$ cat src/rtl/if_fetch_stage_if.sv
// Fetch-stage bus: instruction memory port plus the IF/ID register outputs.
// The master side is the fetch stage. The slave side is the memory/decode.
interface if_fetch_stage_if;
  logic [31:0] imem_addr;
  logic [31:0] imem_data;
  logic [31:0] id_pc;
  logic [31:0] id_pcp4;
  logic [31:0] id_ins;
  logic        id_valid;

  modport master (
    output imem_addr,
    input  imem_data,
    output id_pc,
    output id_pcp4,
    output id_ins,
    output id_valid
  );

  modport slave (
    input  imem_addr,
    output imem_data,
    input  id_pc,
    input  id_pcp4,
    input  id_ins,
    input  id_valid
  );
endinterface

$ cat src/rtl/if_fetch_stage.sv
// Instruction fetch stage: PC register, IF/ID pipeline register and
// delivered-instruction counter, with redirect/flush/stall control.
module if_fetch_stage #(
  parameter logic [31:0] RESET_PC = 32'h0000_0000,
  parameter logic [31:0] NOP_INS  = 32'h0000_0000
) (
  input  logic             clk,
  input  logic             reset,
  input  logic             stall,
  input  logic             flush,
  input  logic             redirect_valid,
  input  logic [31:0]      redirect_pc,
  if_fetch_stage_if.master fif,
  output logic [31:0]      fetch_count
);

  typedef struct packed {
    logic [31:0] pc;
    logic [31:0] pcp4;
    logic [31:0] ins;
    logic        valid;
  } if_id_t;

  localparam if_id_t BUBBLE = '{
    pc:    32'h0,
    pcp4:  32'h0,
    ins:   NOP_INS,
    valid: 1'b0
  };

  logic [31:0] pc_q, pc_d;
  logic [31:0] cnt_q, cnt_d;
  if_id_t      ifid_q, ifid_d;
  logic [31:0] pc_plus4;
  logic        do_redir;
  logic        do_flush;
  logic        do_hold;

  assign pc_plus4 = pc_q + 32'd4;

  // Mutually exclusive action selects, redirect first.
  assign do_redir = redirect_valid;
  assign do_flush = !redirect_valid && flush;
  assign do_hold  = !redirect_valid && !flush && stall;

  always_comb begin
    pc_d   = pc_q;
    ifid_d = ifid_q;
    cnt_d  = cnt_q;
    unique case (1'b1)
      do_redir: begin
        pc_d   = redirect_pc & ~32'h3;
        ifid_d = BUBBLE;
      end
      do_flush: begin
        ifid_d = BUBBLE;
        if (!stall) pc_d = pc_plus4;
      end
      do_hold: begin
        pc_d = pc_q;
      end
      default: begin
        pc_d         = pc_plus4;
        ifid_d.pc    = pc_q;
        ifid_d.pcp4  = pc_plus4;
        ifid_d.ins   = fif.imem_data;
        ifid_d.valid = 1'b1;
        cnt_d        = cnt_q + 32'd1;
      end
    endcase
  end

  always_ff @(posedge clk) begin
    if (reset) begin
      pc_q   <= RESET_PC;
      ifid_q <= BUBBLE;
      cnt_q  <= 32'h0;
    end else begin
      pc_q   <= pc_d;
      ifid_q <= ifid_d;
      cnt_q  <= cnt_d;
    end
  end

  assign fif.imem_addr = pc_q;
  assign fif.id_pc     = ifid_q.pc;
  assign fif.id_pcp4   = ifid_q.pcp4;
  assign fif.id_ins    = ifid_q.ins;
  assign fif.id_valid  = ifid_q.valid;
  assign fetch_count   = cnt_q;

endmodule

$ cat src/flat_wrapper.sv
// flat-port wrapper written by rule: the top's interface ports become plain ports
module if_fetch_stage_flat 
#(
  parameter logic [31:0] RESET_PC = 32'h0000_0000,
  parameter logic [31:0] NOP_INS  = 32'h0000_0000
)
  (clk, reset, stall, flush, redirect_valid, redirect_pc, fetch_count, fif_imem_addr, fif_imem_data, fif_id_pc, fif_id_pcp4, fif_id_ins, fif_id_valid);
  if_fetch_stage_if fif_i ();
  input  logic clk;
  input  logic reset;
  input  logic stall;
  input  logic flush;
  input  logic redirect_valid;
  input  logic [31:0] redirect_pc;
  output logic [31:0] fetch_count;
  output wire logic [$bits(fif_i.imem_addr)-1:0] fif_imem_addr;
  input wire logic [$bits(fif_i.imem_data)-1:0] fif_imem_data;
  output wire logic [$bits(fif_i.id_pc)-1:0] fif_id_pc;
  output wire logic [$bits(fif_i.id_pcp4)-1:0] fif_id_pcp4;
  output wire logic [$bits(fif_i.id_ins)-1:0] fif_id_ins;
  output wire logic [$bits(fif_i.id_valid)-1:0] fif_id_valid;
  assign fif_imem_addr = fif_i.imem_addr;
  assign fif_i.imem_data = fif_imem_data;
  assign fif_id_pc = fif_i.id_pc;
  assign fif_id_pcp4 = fif_i.id_pcp4;
  assign fif_id_ins = fif_i.id_ins;
  assign fif_id_valid = fif_i.id_valid;
  if_fetch_stage #(.RESET_PC(RESET_PC), .NOP_INS(NOP_INS)) u_core (.clk(clk), .reset(reset), .stall(stall), .flush(flush), .redirect_valid(redirect_valid), .redirect_pc(redirect_pc), .fif(fif_i), .fetch_count(fetch_count));
endmodule
$ cat config.mk
export PLATFORM = sky130hd
export DESIGN_NAME = if_fetch_stage_flat
export DESIGN_NICKNAME = d
export VERILOG_FILES = /design/src/rtl/if_fetch_stage_if.sv /design/src/rtl/if_fetch_stage.sv /design/src/flat_wrapper.sv
export SDC_FILE = /design/constraint.sdc
export NUM_CORES = 1
export LEC_CHECK = 0
export ABC_AREA = 1
export CAP_MARGIN = 20
export CORE_MARGIN = 3
export CORE_UTILIZATION = 57
export DETAILED_ROUTE_END_ITERATION = 6
export DONT_BUFFER_PORTS = 1
export PLACE_DENSITY = 0.75
export SYNTH_ARGS = -nofsm -noshare
export SYNTH_HDL_FRONTEND = slang
export SYNTH_SLANG_ARGS = --single-unit
$ cat constraint.sdc
create_clock -name clk -period 1.52 [get_ports clk]
set_input_delay 0.152 -clock clk [delete_from_list [all_inputs] [get_ports clk]]
set_output_delay 0.152 -clock clk [all_outputs]
set_load 0.005 [all_outputs]
# Word level (Yosys, flattened, before mapping)
# Index checks and enable logic that the tools add are counted.
# W data, S select, Z words.
[totals]
latchBits = 0
ff_bits = 161
inputBits = 69
mem_count = 0
romBits = 0
out_inout_bits = 161
elab_cells = 21
ram_bits = 0
[op_classes]
mux = 3
eq_ne = 1
n_div = 0
shift = 0
reduce_logical = 8
bitwise = 1
add_sub_neg = 2
mul = 0
n_lt_le_gt_ge = 0
[ops]
columns = ["op", "count"]
rows = [
  ["$pmux W97 S2", 1],
  ["$pmux W32 S3", 1],
  ["$add A32 B1 Y32 const B", 1],
  ["$add A32 B3 Y32 const B", 1],
  ["$mux W32", 1],
  ["$logic_and A1 B1 Y1", 3],
  ["$reduce_or A3 Y1", 1],
  ["$logic_not A1 Y1", 2],
  ["$ne A2 B2 Y1 const B", 1],
  ["$reduce_and A2 Y1", 1],
  ["$reduce_or A2 Y1", 1],
  ["$not A1 Y1", 1],
]

# Depth between registers and ports, before layout
[logic_depth]
ltp_word = 5
depth_mapped = 11
depth_no_buf = 10

# Worst setup path after synthesis
# No wires, ideal clock.
[synth_timing]
path_type = "register to register"
from = "register u_core.cnt_q[0] (netlist: u_core.fetch_count[0])"
to = "register u_core.cnt_q[24] (netlist: u_core.fetch_count[24])"
n_path_buf = 0
t_arrival_ns = 1.389
stages_incl_launch_ff = 11
setup_time_ns = 0.128
required_time_ns = 1.392
path_slack_ns = 0.003
synth_period_minus_slack_ns = 1.517
cell_sequence = "dfxtp_1 ha_1 inv_1 nor2_1 nand2_1 nor2_2 nand2_1 nor2_1 nand3_1 nand2_1 nor2_1"
[synth_via]
elab_chain_len = 1
[synth_rtl]
columns = ["item", "line", "rtl"]
rows = [
  ["start: declaration", "if_fetch_stage.sv:32", "logic [31:0] cnt_q, cnt_d;"],
  ["start signal: assignment", "if_fetch_stage.sv:81", "cnt_q <= cnt_d;"],
  ["$add A32 B1 Y32", "if_fetch_stage.sv:68", "cnt_d = cnt_q + 32'd1;"],
]
# Every way passes these cells.
# A chain may end at the register's enable or synchronous reset.

# Worst setup path in the final report
[layout_timing]
from = "register u_core.pc_q[3] (netlist: u_core.fif.imem_addr[3])"
to = "register u_core.pc_q[22] (netlist: u_core.fif.imem_addr[22])"
[layout_via]
elab_chain_len = 3
[layout_rtl]
columns = ["item", "line", "rtl"]
rows = [
  ["start: declaration", "if_fetch_stage.sv:31", "logic [31:0] pc_q, pc_d;"],
  ["start signal: assignment", "if_fetch_stage.sv:79", "pc_q <= pc_d;"],
  ["$add A32 B3 Y32 (*)", "if_fetch_stage.sv:39", "assign pc_plus4 = pc_q + 32'd4;"],
  ["$mux W32", "if_fetch_stage.sv:57", "if (!stall) pc_d = pc_plus4;"],
  ["$pmux W32 S3 (*)", "if_fetch_stage.sv:50", "unique case (1'b1)"],
]
# Every way passes the cells marked *; elsewhere a longest branch is shown, timed or not. The select of a mux whose other input is x is not followed.

==> results by group <==
Logic synthesis
  • Ys flop type: dfxtp_1
  • YS warnings: 0
  • Asr flop ratio synth: 0%
  • Top cell type by total area after synthesis: dfxtp_1
  • Ranking of synthesized cells by area: dfxtp_1 44%, nand2_1 21%, a21oi_1 9.1%
  • Post-synth EDFFs: 0
  • Syn_area_per_cell: 6.79 sq um
  • FF+latch count, synth: 155
  • Register area share after synthesis: 43.8%
  • Synth unique cells: 36
  • Top post-synthesis cells by count: 394 x nand2_1, 155 x dfxtp_1, 129 x a21oi_1, 94 x nor2_1, 75 x inv_1
  • Synthesized cell area: 7080 sq um
  • Synth top area share: 43.8%
  • Most common cell in the netlist: nand2_1
  • Post-synthesis instance total: 1042

Floorplanning
  • Die X: 117 microns
  • CORE AREA: 12100 sq um
  • Cell Rows: 40
  • Die area: 13800 sq um
  • I/O Pins: 230
  • Die H: 117 microns
  • Initial Util: 58.7%

STA
  • Slew HR: 41.9%
  • Hold Fails Final Rpt: 58
  • Fmax: 654 MHz
  • Setup Skew: 0.0107 ns
  • Min cycle time layout: 1.53 ns
  • Hold slack: -0.204 ns
  • Max Transition Viols Final: 0
  • Setup repair after global routing missed its margin: yes
  • Final setup vio count: 2
  • Worst Setup Slack, final: -0.00940 ns
  • Tcrit/Tclk final: 101%
  • Slew @ Worst Pin: 0.869 ns

Final layout
  • Synthesis-to-layout area growth: 30.9%
  • Non-filler cells in the finished layout: 1343
  • Final nets: 1233
  • Fillers: 893
  • Design area: 9270 sq um
  • Core Util, Final: 76.8%
  • Antenna cell count: 0
  • Share of layout cells above drive strength 1: 17.9%

Power
  • Total power draw: 9240 uW
  • Power Density: 997 nW/um^2
  • P_leak: 0.00363 uW
  • Maximum vdd ir drop: 0.000596 V

GRT
  • Vias in the first global route: 6893
  • Gr usage total: 29.3%
  • Met3 Use GR: 9.35%
  • Largest net degree at the start of global routing: 125
  • First-pass GRT wire length: 33.5 mm
  • Busiest grt layer: met2
  • GRT met1 Usage: 34.8%
  • Initial antenna violation count: 0
  • Grt total ovfl: 0
  • Met2 Use GR: 48.8%

Critical path
  • Worst Setup End Kind: register
  • Critical Path Fanout Max: 5
  • Reg-to-Reg Start: u_core.fif.imem_addr[3]
  • Reg2Reg Setup Slack: -0.009 ns
  • Critical Path RT: 1.83 ns
  • R2R cell count: 10
  • RR Endpoint: u_core.fif.imem_addr[22]
  • Critical Path Source Type: register
  • CP Data Arrival Time: 1.84 ns
  • Kind of critical path: register to register

CTS
  • TritonCTS buffer count: 17
  • Cts hold-fix bufs: 69
  • Num Clock Sinks: 155
  • CTS max path bufs: 2
  • Worst-Skew Late Latency: 0.43 ns
  • CTS root buffer: clkbuf_16
  • CTS tree: built
  • Worst-path clk slew: 0.06 ns
  • CTS H-tree depth: 4

Run status
  • Outcome: complete, but fails checks
  • Violated checks: hold timing, setup timing

Worst hold path
  • Worst Hold Launch: reset
  • WHS Endpoint: u_core.fetch_count[21]
  • Hold Crit Class: input pin to register
  • Hold Crit Depth: 1

Drt
  • Routed vias/inst: 5.39
  • Antenna viol nets, final: 0
  • Drc violations: 0
  • Routed via count: 7237
  • Pre-antenna DRT Iters: 5
  • WL per Instance: 15.8 microns
  • Total Routed Length: 21.3 mm
  • Detailed Route Iter0 Violations: 513

Place
  • Inst Count DP: 1236
  • Port Buffers: 0
  • Post-Place Setup Slack: -0.0718 ns
  • Placed Area: 7630 sq um
  • Routability cong.: 0.917
  • DP Wirelength: 13.4 mm

Job
  • Max Cap Viol: 0
==> registers in the layout, indices dropped and copies added (netlist names) <==
| register | count |
|---|---|
| u_core.fetch_count | 32 |
| u_core.fif.id_pc | 30 |
| u_core.fif.id_ins | 32 |
| u_core.fif.id_pcp4 | 30 |
| u_core.fif.imem_addr | 30 |
| u_core.fif.id_valid | 1 |
==> report_power, final <==
group | switching [uW] | leakage [uW] | internal [uW]
Sequential | 77.7 | 0.00127 | 4140
Combinational | 336 | 0.00206 | 232
Clock | 1680 | 0.000304 | 2770
==> area by class of cell <==
cell class	instances	area, sq um	area share (%)
Multi-Input combinational cell	763	3700	39.9
Sequential cell	155	3140	33.8
Timing Repair Buffer	148	1310	14.2
Clock buffer	23	488	5.27
Inverter	77	290	3.13
Tap cell	168	210	2.27
Clock inverter	9	134	1.44
==> cells by family (layout without fill, tap and decap cells) <==
kind of cell | after synthesis | in the layout | share of synthesized area, %
fa+ha+maj | 2 | 2 | 0.353
simple gates | 563 | 563 | 32.8
xor+xnor | 20 | 20 | 2.47
other cells | 1 | 6 | 0.0530
flops | 155 | 155 | 43.8
buf+inv | 129 | 257 | 7.69
compound gates | 172 | 172 | 12.8
==> through the flow <==
step	hold slack, ns	TNS (ns)
finish	-0.204	-0.00954
global route	-0.232	-1.17
CTS	-0.217	-0.00429
detailed placement	0.233	-0.394
global placement	0.229	0
floorplan	0.296	0
==> what timing repair did <==
item	4_1_cts	5_1_grt
resized for setup	14	75
setup endpoints to repair	32	61
pin swaps	9	26
buffers inserted	1	5
hold endpoints to repair	125	58
==> per-layer routing <==
metal,share of wire (%),wire length (microns)
met1,39,8210
met2,49,10400
met3,9.5,2020
met4,2.9,610
met5,0,0
==> critical path: stages (launching register included) <==
cell and delay (ns):
dfxtp_4 0.37, ha_4 0.15, nand2_4 0.06, nor2_4 0.14, nand2_4 0.11, nor2_4 0.21
nand2_1 0.08, nand2_1 0.08, nand2_1 0.07, nand2_1 0.09, a21oi_2 0.06
==> worst max path at each step <==
stage | start | endpoint | slack, ns | depth (start not counted)
floorplan | u_core.fetch_count[0] | u_core.fetch_count[24] | 0.003 | 10
global placement | u_core.fif.imem_addr[2] | u_core.fif.imem_addr[18] | 0.008 | 8
detailed placement | u_core.fif.imem_addr[2] | u_core.fif.imem_addr[18] | -0.07 | 8
CTS | u_core.fif.imem_addr[3] | u_core.fif.imem_addr[20] | -0.004 | 10
global route | u_core.fif.imem_addr[3] | u_core.fif.imem_addr[12] | -0.08 | 8
finish | u_core.fif.imem_addr[3] | u_core.fif.imem_addr[22] | -0.009 | 10
==> placed cells by master (no fill, tap or decap), types with 4 or more instances in the layout <==
cell	n
dlygate4sd3_1	69
nand2_4	4
o21ai_0	24
clkbuf_16	17
dfxtp_1	135
a31oi_1	7
nor2_2	14
dfxtp_2	17
nor2_4	17
buf_4	76
a21oi_1	111
inv_1	75
conb_1	6
nand4_1	5
nand3_2	4
nor2_1	81
nand3_1	31
nand2_1	383
clkbuf_8	4
nand2_2	12
xor2_1	12
a21oi_2	18
xnor2_1	6
a22o_1	8
Power figures use the tool's default switching activity.
==> RTL change 1, RTL diff (same settings) <==
Put one more register stage on the output `fetch_count`. The value now appears one clock later. The other outputs are not delayed to match.
--- a/src/rtl/if_fetch_stage.sv
+++ b/src/rtl/if_fetch_stage.sv
@@ -87,7 +87,9 @@
   assign fif.id_pcp4   = ifid_q.pcp4;
   assign fif.id_ins    = ifid_q.ins;
   assign fif.id_valid  = ifid_q.valid;
-  assign fetch_count   = cnt_q;
+  always_ff @(posedge clk) begin
+    fetch_count <= cnt_q;
+  end
 
 endmodule
 
Check against the original RTL: not equivalent (Yosys sat finds a counterexample within 4 cycles, from zero or initial values and one cycle with reset high).
==> RTL change 1 against the original RTL <==
  * The run ends with negative setup slack left
  * Synthesized area rose by 9.7%
  * Wire length rose by 9.2%
  * Cell area rose by 9.2%
  * Worst setup slack got worse by 0.077 ns
  * First-iteration DRC count rose by 66%
  * Synthesized cell count rose by 3.6%
  * Utilization fell by 0.74 points
  * Power rose by 11%
  * Sequential cell count rose by 32
  * Critical path type unchanged
==> RTL change 1: results <==
hold_path:
  holdCritStartpoint: "redirect_pc[16]"
  min_to: "u_core.fif.imem_addr[16]$_SDFFE_PP0P_"
  worstHoldPathCells: 3
power_and_ir_drop:
  ir_worst_vdd_v: 0.000855
  p_leak_uw: 0.00399
detailed_routing:
  vias: 7631
  routed_wl_um: 23200
  drt_iter0_drc: 852
  firstDrtPassIters: 6
placed_design:
  placed_cell_area_mm2: 0.00825
  post-place-cells: 1269
  gp_congestion: 0.897
sta:
  finalSetupTns_ns: -0.337
  whs_ns: 0.00509
  tightest_slew_ns: 0.917
  clock_skew_ns: 0.00773
  setup_viol: 8
  layout_setup_ws_ns: -0.0867
run_status:
  status: "complete, but fails checks"
  violations: "negative setup slack"
setup_path:
  arrival_ns: 1.98
global_routing:
  grt_pass1_vias: 7158
  grt_max_degree: 67
  grt_pass1_wl_um: 35200
yosys:
  synthTopCellsByCount: "nand2_1 (380), dfxtp_1 (187), a21oi_1 (131)"
  yosysWarnings: 0
  synthTopCellsByArea: "dfxtp_1 (48%), nand2_1 (18%), a21oi_1 (8.4%)"
layout:
  final_cells: 1398
  layout-drive-gt1-share: 0.172
## RTL change 1: changes by cell type after synthesis, sizes merged, moves of 2 or more
cell    before  now
a21oi      129  131
nand2      399  385
buf         30   25
clkbuf      22   28
nand3       35   46
o21ai       25   23
nor2       113  104
nor3         6    9
nand4        5    9
inv         76   85
dfxtp      155  187
xnor2        6    4
## RTL change 1: timing repair
| action | CTS | global route |
|---|---|---|
| setup buffers | 1 | 5 |
| pin swaps | 3 | 18 |
| cloned | 0 | 1 |
| endpoints found under the hold margin | 125 | 0 |
| setup endpoints to repair | 24 | 67 |
| resized for setup | 11 | 92 |
| hold buffers | 91 | 0 |
## RTL change 1: cells by family (layout without fill, tap and decap cells)
logic type,count (synthesis),in the layout,share of synthesized area
compound gates,173,173,0.118
other cells,1,6,0.000483
flops,187,187,0.482
fa+ha+maj,2,2,0.00322
simple gates,560,560,0.303
xor+xnor,17,17,0.0201
buf+inv,139,277,0.0736
## RTL change 1: where the power goes
part / switching, µW / internal (µW)
combinational: 377 / 277
clock: 1920 / 2590
sequential: 83.8 / 4980
## RTL change 1: cell type report
class / instances / area share
repair buffers: 160 / 0.146
clock inverters: 9 / 0.0113
well taps: 176 / 0.0218
flip-flops and latches: 187 / 0.374
clock buffers: 22 / 0.0479
multi-input cells: 758 / 0.367
inverters: 86 / 0.0319
## RTL change 1: per-layer routing
metal  share of wire  up-vias  track usage  wire length (µm)
met4           0.042        0        0.143               967
met2            0.50      365        0.507             11500
met3           0.081       79       0.0774              1880
met1            0.38     3514        0.340              8870
met5               0        -            0                 0
li1                -     3673            -                 -
## RTL change 1: worst max-delay path by stage
| stage | endpoint | slack, ns | from |
|---|---|---|---|
| 2_1_floorplan | u_core.fif.id_pcp4[16]$_SDFFE_PP0N_ | 0.08 | u_core.fif.imem_addr[3]$_SDFFE_PP0P_ |
| 3_3_place_gp | u_core.cnt_q[30]$_SDFFE_PP0N_ | -0.01 | u_core.cnt_q[0]$_SDFFE_PP0N_ |
| 3_5_place_dp | u_core.cnt_q[30]$_SDFFE_PP0N_ | -0.06 | u_core.cnt_q[1]$_SDFFE_PP0N_ |
| 4_1_cts | u_core.fif.id_pcp4[16]$_SDFFE_PP0N_ | -0.01 | u_core.fif.imem_addr[2]$_SDFFE_PP0P_ |
| 5_1_grt | u_core.fif.imem_addr[22]$_SDFFE_PP0P_ | -0.15 | u_core.fif.imem_addr[2]$_SDFFE_PP0P_ |
| 6_report | u_core.fif.imem_addr[22]$_SDFFE_PP0P_ | -0.09 | u_core.fif.imem_addr[2]$_SDFFE_PP0P_ |
## RTL change 1: worst min-delay path, stage by stage
cell and delay, ns:
a22o_1 0.11, inv_1 0.04, a21oi_1 0.10
==> RTL change 2, RTL diff (config.mk and constraints unchanged) <==
Without the edit above. Reset style: asynchronous (`reset`), changed in one clocked block.
--- a/src/rtl/if_fetch_stage.sv
+++ b/src/rtl/if_fetch_stage.sv
@@ -70,7 +70,7 @@
     endcase
   end
 
-  always_ff @(posedge clk) begin
+  always_ff @(posedge clk or posedge reset) begin
     if (reset) begin
       pc_q   <= RESET_PC;
       ifid_q <= BUBBLE;
Function: differs if reset is asserted again (counterexample within 4 cycles, from zero or initial values and one cycle with reset high); with reset held inactive, the same outputs for 10 cycles.
==> RTL change 2 against the original RTL <==
  * The flow finishes with violations (negative setup slack)
  * Synthesized area rose by 5.1%
  * Wire length increased by 2.6%
  * Clock skew is 0.0012 ns lower
  * Sequential cell count stayed put
  * Worst setup slack got worse by 0.13 ns
  * Count of clock-buffer cells in the layout decreased by 4
  * Cell area is 4.0% higher
  * Utilization down 0.75 points
Power is not compared: it rests on default switching activity, and its combinational part moved more than twofold at a synthesized area within 25%.
==> RTL change 2: results <==
sta:
  setup_viol: 29
  whs_ns: 0.0239
  relSlewSlack: 0.641
  finalSetupTns_ns: -1.41
  clock_skew_ns: 0.00953
  layout_setup_ws_ns: -0.135
setup_path:
  critPathMaxFanout: 7
  rr_worst_depth: 9
  arrival_ns: 1.98
  rr_startpoint: "u_core.fif.imem_addr[8]$_DFFE_PP0P_"
  regToRegEndpoint: "u_core.fif.id_pcp4[26]$_DFFE_PP0N_"
  crit_slowest_cell: "dfrtp_1"
  slowest_delay_ns: 0.39
detailed_routing:
  met3_length_um: 2030
  drt_iter0_drc: 612
  viasPerCell: 5.45
  met1_length_um: 8540
  routed_wl_um: 21800
  wl_met2_um: 10800
layout:
  n_fill_cell: 845
  layout-drive-gt1-share: 0.167
  final_cells: 1247
placed_design:
  hpwl_um: 14400
  placed_cell_area_mm2: 0.00812
  place_ws_ns: -0.0768
  gp_congestion: 0.910
  post-place-cells: 1145
hold_path:
  worstHoldPathCells: 4
  holdCritStartpoint: "redirect_valid"
  min_to: "u_core.fif.imem_addr[14]$_DFFE_PP0P_"
cts:
  clk_pin_slew_ns: 0.07
  cts_root_buffer: "clkbuf_16"
  h-tree-depth: 4
global_routing:
  grt_max_degree: 47
  grtUsageMet1: 0.373
  grtUsageTotal: 0.294
  use_met2: 0.480
  grt_pass1_vias: 6371
  grtUsageMet3: 0.0879
  grt_pass1_wl_um: 33500
yosys:
  synth_cell_types: 27
  synthTopCellsByArea: "dfrtp_1 (52%), nand2_1 (18%), inv_1 (4.5%)"
  yosys_most_used_dff: "dfrtp_1"
  syn_inst: 931
  async_reset_ff_frac: 1.00
  ys_seq_area_frac: 0.521
  synthTopCellsByCount: "nand2_1 (355), dfrtp_1 (155), inv_1 (90)"
run_status:
  status: "complete, but fails checks"
  violations: "negative setup slack"
RTL change 2: what timing repair did:
item                                   CTS  global route
hold buffers                            66             0
setup buffers                            0             4
setup endpoints to repair               21            73
pin swaps                                1            20
resized for setup                        4            67
endpoints found under the hold margin   86             0
RTL change 2: cell families after synthesis:
kind of cell             after synthesis  synth area share
AND/OR/NAND/NOR                      508             0.277
flip-flops                           155             0.521
buffers and inverters                129            0.0726
AO/OA/AOI/OAI                        107            0.0915
XOR/XNOR                              29            0.0341
adder cells (fa/ha/maj)                2           0.00336
other                                  1          0.000504
RTL change 2: layout make-up:
type / count / share of cell area
clock buffer: 19 / 0.0459
multi-input combinational: 652 / 0.339
timing repair buffer: 143 / 0.138
clock inverter: 13 / 0.0149
inverter: 93 / 0.0369
tap: 172 / 0.0223
sequential: 155 / 0.403
RTL change 2: per-stage QoR:
step	util	power [µW]
after floorplan	-	5280
after global placement	0.641	5810
after detailed placement	0.641	5840
after CTS	0.741	10200
after global routing	0.761	10600
final	0.761	10200
